===== config.mk =====
export PLATFORM = sky130hd
export DESIGN_NAME = fetch_stage_flat
export DESIGN_NICKNAME = d
export VERILOG_FILES = /design/src/rtl/fetch_stage_if.sv /design/src/rtl/fetch_stage.sv /design/src/flat_wrapper.sv
export SDC_FILE = /design/constraint.sdc
export NUM_CORES = 1
export LEC_CHECK = 0
export BUFFER_PORTS_ARGS = -buffer_cell sky130_fd_sc_hd__buf_2
export CAP_MARGIN = 20
export CORE_MARGIN = 2
export CORE_UTILIZATION = 60
export DETAILED_ROUTE_END_ITERATION = 7
export GPL_TIMING_DRIVEN = 0
export PLACE_DENSITY = 0.85
export RECOVER_POWER = 50
export SKIP_CTS_REPAIR_TIMING = 1
export SYNTH_ARGS = -nofsm -noshare
export SYNTH_HDL_FRONTEND = slang
export SYNTH_SLANG_ARGS = --single-unit

===== constraint.sdc =====
create_clock -name clk -period 4.53 [get_ports clk]
set_clock_uncertainty 0.2 [all_clocks]
set_input_delay 0.453 -clock clk [delete_from_list [all_inputs] [get_ports clk]]
set_output_delay 0.453 -clock clk [all_outputs]
set_load 0.01 [all_outputs]

===== src/rtl/fetch_stage_if.sv =====
// Instruction-memory bus between the fetch stage (master) and instruction memory (slave).
// Requests are held with a stable address until the memory answers with imem_ready.
interface fetch_stage_if;
  logic        imem_req;
  logic [31:0] imem_addr;
  logic        imem_ready;
  logic [31:0] imem_rdata;

  modport master (
    output imem_req,
    output imem_addr,
    input  imem_ready,
    input  imem_rdata
  );

  modport slave (
    input  imem_req,
    input  imem_addr,
    output imem_ready,
    output imem_rdata
  );
endinterface


===== src/rtl/fetch_stage.sv =====
// MIPS instruction-fetch stage: owns the PC, runs the imem request/ready handshake and
// writes the IF/ID register under load-use stalls and branch redirects.
module fetch_stage #(
  parameter logic [31:0] RESET_PC = 32'h0000_0000,
  parameter logic [31:0] NOP      = 32'h0000_0000
) (
  input  logic          clk,
  input  logic          rst_n,
  input  logic          pc_load,
  input  logic          IF_ID_load,
  input  logic          branch_taken,
  input  logic [31:0]   branch_target,
  fetch_stage_if.master imem,
  output logic [31:0]   IF_ID_instr,
  output logic [31:0]   IF_ID_pc_plus4,
  output logic          IF_ID_valid
);

  typedef enum logic [1:0] {
    FETCH,
    HOLD,
    DISCARD
  } state_t;

  state_t      state;
  logic        req_active;
  logic [31:0] pc;
  logic [31:0] pc_plus4;
  logic [31:0] discard_addr;
  logic [31:0] hold_instr;
  logic [31:0] hold_pc_plus4;
  logic        req;
  logic [31:0] addr;
  logic        completing;
  logic        left_open;
  logic        unused_target_bits;

  assign pc_plus4           = pc + 32'd4;
  assign completing         = req & imem.imem_ready;
  assign left_open          = req & ~imem.imem_ready;
  assign unused_target_bits = ^branch_target[1:0];

  // DISCARD keeps presenting the abandoned address until memory retires it.
  always_comb begin
    req  = 1'b0;
    addr = pc;
    case (state)
      FETCH:   req = req_active | pc_load;
      HOLD:    req = 1'b0;
      DISCARD: begin
        req  = 1'b1;
        addr = discard_addr;
      end
      default: req = 1'b0;
    endcase
    if (!rst_n) req = 1'b0;
  end

  assign imem.imem_req  = req;
  assign imem.imem_addr = addr;

  always_ff @(posedge clk) begin
    if (!rst_n) begin
      state          <= FETCH;
      req_active     <= 1'b0;
      pc             <= RESET_PC;
      discard_addr   <= RESET_PC;
      hold_instr     <= NOP;
      hold_pc_plus4  <= 32'd0;
      IF_ID_instr    <= NOP;
      IF_ID_pc_plus4 <= 32'd0;
      IF_ID_valid    <= 1'b0;
    end else if (branch_taken) begin
      pc          <= {branch_target[31:2], 2'b00};
      req_active  <= 1'b0;
      IF_ID_instr <= NOP;
      IF_ID_valid <= 1'b0;
      if (left_open) begin
        state <= DISCARD;
        if (state != DISCARD) discard_addr <= pc;
      end else begin
        state <= FETCH;
      end
    end else begin
      case (state)
        FETCH: begin
          if (completing) begin
            pc         <= pc_plus4;
            req_active <= 1'b0;
            if (IF_ID_load) begin
              IF_ID_instr    <= imem.imem_rdata;
              IF_ID_pc_plus4 <= pc_plus4;
              IF_ID_valid    <= 1'b1;
            end else begin
              hold_instr    <= imem.imem_rdata;
              hold_pc_plus4 <= pc_plus4;
              state         <= HOLD;
            end
          end else begin
            req_active <= req;
            if (IF_ID_load) begin
              IF_ID_instr <= NOP;
              IF_ID_valid <= 1'b0;
            end
          end
        end
        HOLD: begin
          if (IF_ID_load) begin
            IF_ID_instr    <= hold_instr;
            IF_ID_pc_plus4 <= hold_pc_plus4;
            IF_ID_valid    <= 1'b1;
            state          <= FETCH;
          end
        end
        DISCARD: begin
          if (imem.imem_ready) state <= FETCH;
          if (IF_ID_load) begin
            IF_ID_instr <= NOP;
            IF_ID_valid <= 1'b0;
          end
        end
        default: state <= FETCH;
      endcase
    end
  end

endmodule

===== src/flat_wrapper.sv =====
// flat-port wrapper written by rule: the top's interface ports become plain ports
module fetch_stage_flat 
#(
  parameter logic [31:0] RESET_PC = 32'h0000_0000,
  parameter logic [31:0] NOP      = 32'h0000_0000
)
  (clk, rst_n, pc_load, IF_ID_load, branch_taken, branch_target, IF_ID_instr, IF_ID_pc_plus4, IF_ID_valid, imem_imem_req, imem_imem_addr, imem_imem_ready, imem_imem_rdata);
  fetch_stage_if imem_i ();
  input  logic clk;
  input  logic rst_n;
  input  logic pc_load;
  input  logic IF_ID_load;
  input  logic branch_taken;
  input  logic [31:0] branch_target;
  output logic [31:0] IF_ID_instr;
  output logic [31:0] IF_ID_pc_plus4;
  output logic IF_ID_valid;
  output wire logic [$bits(imem_i.imem_req)-1:0] imem_imem_req;
  output wire logic [$bits(imem_i.imem_addr)-1:0] imem_imem_addr;
  input wire logic [$bits(imem_i.imem_ready)-1:0] imem_imem_ready;
  input wire logic [$bits(imem_i.imem_rdata)-1:0] imem_imem_rdata;
  assign imem_imem_req = imem_i.imem_req;
  assign imem_imem_addr = imem_i.imem_addr;
  assign imem_i.imem_ready = imem_imem_ready;
  assign imem_i.imem_rdata = imem_imem_rdata;
  fetch_stage #(.RESET_PC(RESET_PC), .NOP(NOP)) u_core (.clk(clk), .rst_n(rst_n), .pc_load(pc_load), .IF_ID_load(IF_ID_load), .branch_taken(branch_taken), .branch_target(branch_target), .imem(imem_i), .IF_ID_instr(IF_ID_instr), .IF_ID_pc_plus4(IF_ID_pc_plus4), .IF_ID_valid(IF_ID_valid));
endmodule

==> metrics.md <==
| Metric | Value |
|---|---|
| Status | `finished, violations left` |
| Violated checks | `DRC` |
| RePlAce Congestion | `0.980` |
| Post-synth top area cell | `dfxtp_1` |
| Critical path endpoint category | `flip-flop` |
| Synth Instances | `1118` |
| First-pass GRT wire length | `44400 um` |
| Max-Cap Viols | `0` |
| Critical Path Fanout Max | `7` |
| Vias per cell | `6.30` |
| Clock Pin Slew Worst Setup and Hold Paths | `70 ps` |
| Total CTS buffers | `17` |
| Total grt overflow | `0` |
| Main synth FF type | `dfxtp_1` |
| CP Launch Type | `flip-flop` |
| Die ar. | `0.0162 mm2` |
| Syn. warnings | `0` |
| Cell Area, Synth | `0.00913 mm2` |
| GRT Total Usage | `34.2%` |
| Hold_sp | `branch_target[15]` |
| CP max stage delay | `1130 ps` |
| Non-filler cells, final | `1500` |
| RSZ-0062 raised after global routing | `false` |
| Initial antenna violation count | `1` |
| Vias in the first global route | `8788` |
| Area contributors post-synth | `dfxtp_1, nand2_1, o21ai_0` |
| Wirelength, routed | `28400 um` |
| Slew @ Worst Pin | `1370 ps` |
| Post-DP HPWL | `19700 um` |
| Clock tree sinks | `188` |
| Pre-Repair DR Iteration Count | `7` |
| Die width | `127 um` |
| Crit path time final | `3540 ps` |
| Peak supply drop | `0.283 mV` |
| Largest net degree at the start of global routing | `19` |
| Initial DRC count | `1081` |
| Die Y | `127 um` |
| # port buffers | `158` |
| CP Class | `reg -> reg` |
| Setup_tns | `0 ps` |
| CTS tree | `built` |
| Area grow syn2layout | `17.1%` |
| P_leak | `3.85 nW` |
| Unique masters post-synth | `63` |
| Placed cell area | `0.0102 mm2` |
| Crit-path slowest cell | `nor4_1` |
| Final setup fails | `0` |
| #FFs+latches synth | `188` |
| Final instance area | `0.0107 mm2` |
| DR vias | `9451` |
| CP Data Arrival Time | `3650 ps` |
| Root Driver | `clkbuf_16` |
| Crit-path cells | `ha_1 -> inv_1 -> nor4_1 -> a21boi_0 -> o311ai_0 -> nand2_1` |
| # H-tree levels | `4` |
| IO Pins | `168` |
| Pwr/cell area | `360 mW/mm2` |
| Yosys top cell area share | `41.2%` |
| CTS Buffer Depth | `2` |
| WP data required | `4640 ps` |
| Worst rel slew slack | `7.75%` |
| WL/cell | `18.9 um` |
| Post-synthesis sequential area ratio | `41.2%` |
| Reg-to-Reg Start | `u_core.pc[3]` |
| Post-placement cell count | `1467` |
| Max-slew violations | `0` |
| Post-synth EDFFs | `0` |
| Tcrit/Tclk final | `78.1%` |
| Achievable frequency | `283 MHz` |
| Initial Utilization | `60.7%` |
| Final ANT Viol Nets | `0` |
| Clk_lat worst skew | `440 ps` |
| Critical Path Start | `u_core.pc[3]` |
| Final Hold Vio Count | `0` |
| HP Class | `in -> reg` |
| Share of cells above drive strength 1 | `14.8%` |
| Drt drc | `2` |
| Core area | `0.0150 mm2` |
| # rows | `45` |
| Pwr Total | `3.85 mW` |
| Syn avg cell area | `8.17 um2` |
| Ys async rst share | `0%` |
| Layout net count | `1374` |
-- placed cells by master, fill, tap and decap left out, types with 5 or more instances in the layout --
| master | instances |
|---|---|
| a211o_1 | 7 |
| a211oi_1 | 19 |
| a21oi_1 | 106 |
| a221oi_1 | 32 |
| a22oi_1 | 6 |
| and3_1 | 38 |
| buf_1 | 10 |
| buf_2 | 111 |
| buf_4 | 5 |
| clkbuf_1 | 149 |
| clkbuf_16 | 17 |
| dfxtp_1 | 188 |
| ha_1 | 6 |
| inv_1 | 10 |
| inv_6 | 6 |
| mux2_2 | 30 |
| nand2_1 | 148 |
| nand3_1 | 66 |
| nand4_1 | 23 |
| nor2_1 | 47 |
| nor2b_1 | 5 |
| nor3_1 | 8 |
| nor3_2 | 6 |
| nor4_1 | 7 |
| o211ai_1 | 8 |
| o21a_1 | 7 |
| o21ai_0 | 111 |
| o21bai_1 | 7 |
| o221ai_1 | 7 |
| xnor2_1 | 28 |
| xor2_1 | 21 |
-- cell families (layout without fill, tap and decap cells) --
logic type	Yosys count	after routing	synth area share, %
mux	34	34	4.14
xor+xnor	49	49	4.70
compound gates	341	341	23.1
simple gates	370	370	20.1
flops	188	188	41.2
buf+inv	129	319	5.89
other cells	1	5	0.0411
fa+ha+maj	6	6	0.822
-- power by group --
| group | total [mW] | switching [mW] | internal (mW) | leakage, nW |
|---|---|---|---|---|
| logic | 0.455 | 0.297 | 0.158 | 2.01 |
| registers | 1.73 | 0.0335 | 1.70 | 1.53 |
| clock network | 1.66 | 0.716 | 0.948 | 0.316 |
-- final timing paths --
check                           slack, ps                        end  cells past startpoint
worst min-delay path                   20              u_core.pc[15]                      2
worst min register to register        250   u_core.IF_ID_pc_plus4[6]                      2
worst max register to register        990  u_core.IF_ID_pc_plus4[18]                      6
worst max-delay path                  990  u_core.IF_ID_pc_plus4[18]                      6
-- cells in the mapped netlist (9+ instances only) --
| library cell | instances |
|---|---|
| a21oi_1 | 106 |
| buf_2 | 22 |
| nor2_1 | 47 |
| a221oi_1 | 32 |
| a211oi_1 | 19 |
| buf_1 | 16 |
| o21ai_0 | 110 |
| and3_1 | 38 |
| xnor2_1 | 28 |
| mux2_2 | 30 |
| nand3_1 | 66 |
| dfxtp_1 | 188 |
| xor2_1 | 21 |
| inv_1 | 9 |
| clkbuf_1 | 74 |
| nand4_1 | 23 |
| nand2_1 | 148 |
-- state kept, by name (all words and copies together), names as in the netlist, named ones only --
register / flops
u_core.IF_ID_instr: 32
u_core.hold_instr: 32
u_core.IF_ID_pc_plus4: 30
u_core.discard_addr: 30
u_core.hold_pc_plus4: 30
u_core.pc: 30
u_core.state: 2
u_core.req_active: 1
-- per-stage QoR --
| step | utilization (%) | hold WS, ps | setup WS [ps] |
|---|---|---|---|
| floorplan | - | 233 | 2280 |
| global placement | 67.6 | 238 | 1700 |
| detailed placement | 67.6 | 245 | 1690 |
| CTS | 72.0 | 12.9 | 1330 |
| global route | 71.1 | 19.8 | 888 |
| finish | 71.1 | 18.6 | 993 |
-- per-layer routing --
metal | vias to the layer above | global-route usage (%) | wire length (um)
li1 | 4363 | - | -
met1 | 4403 | 45.4 | 11600
met2 | 584 | 53.2 | 12800
met3 | 101 | 7.66 | 2960
met4 | 0 | 16.3 | 1030
met5 | - | 0 | 0
-- worst max-delay path, delay by kind of cell, from the launching register on --
| family | cells | cell delay (ps) |
|---|---|---|
| buffers and inverters | 1 | 160 |
| adders and majority gates | 1 | 390 |
| and+or+nand+nor | 2 | 1230 |
| DFF | 1 | 470 |
| AOI/OAI and AO/OA | 2 | 960 |
-- area by class of cell --
class,count,area [um2]
Multi-Input combinational cell,804,4800
Fill cell,1211,4340
Sequential cell,188,3760
Timing Repair Buffer,158,711
Buffer,118,490
Clock buffer,17,425
Tap cell,188,235
Clock inverter,15,223
Inverter,11,41.3
Antenna cell,1,2.50
Power figures use the tool's default switching activity.
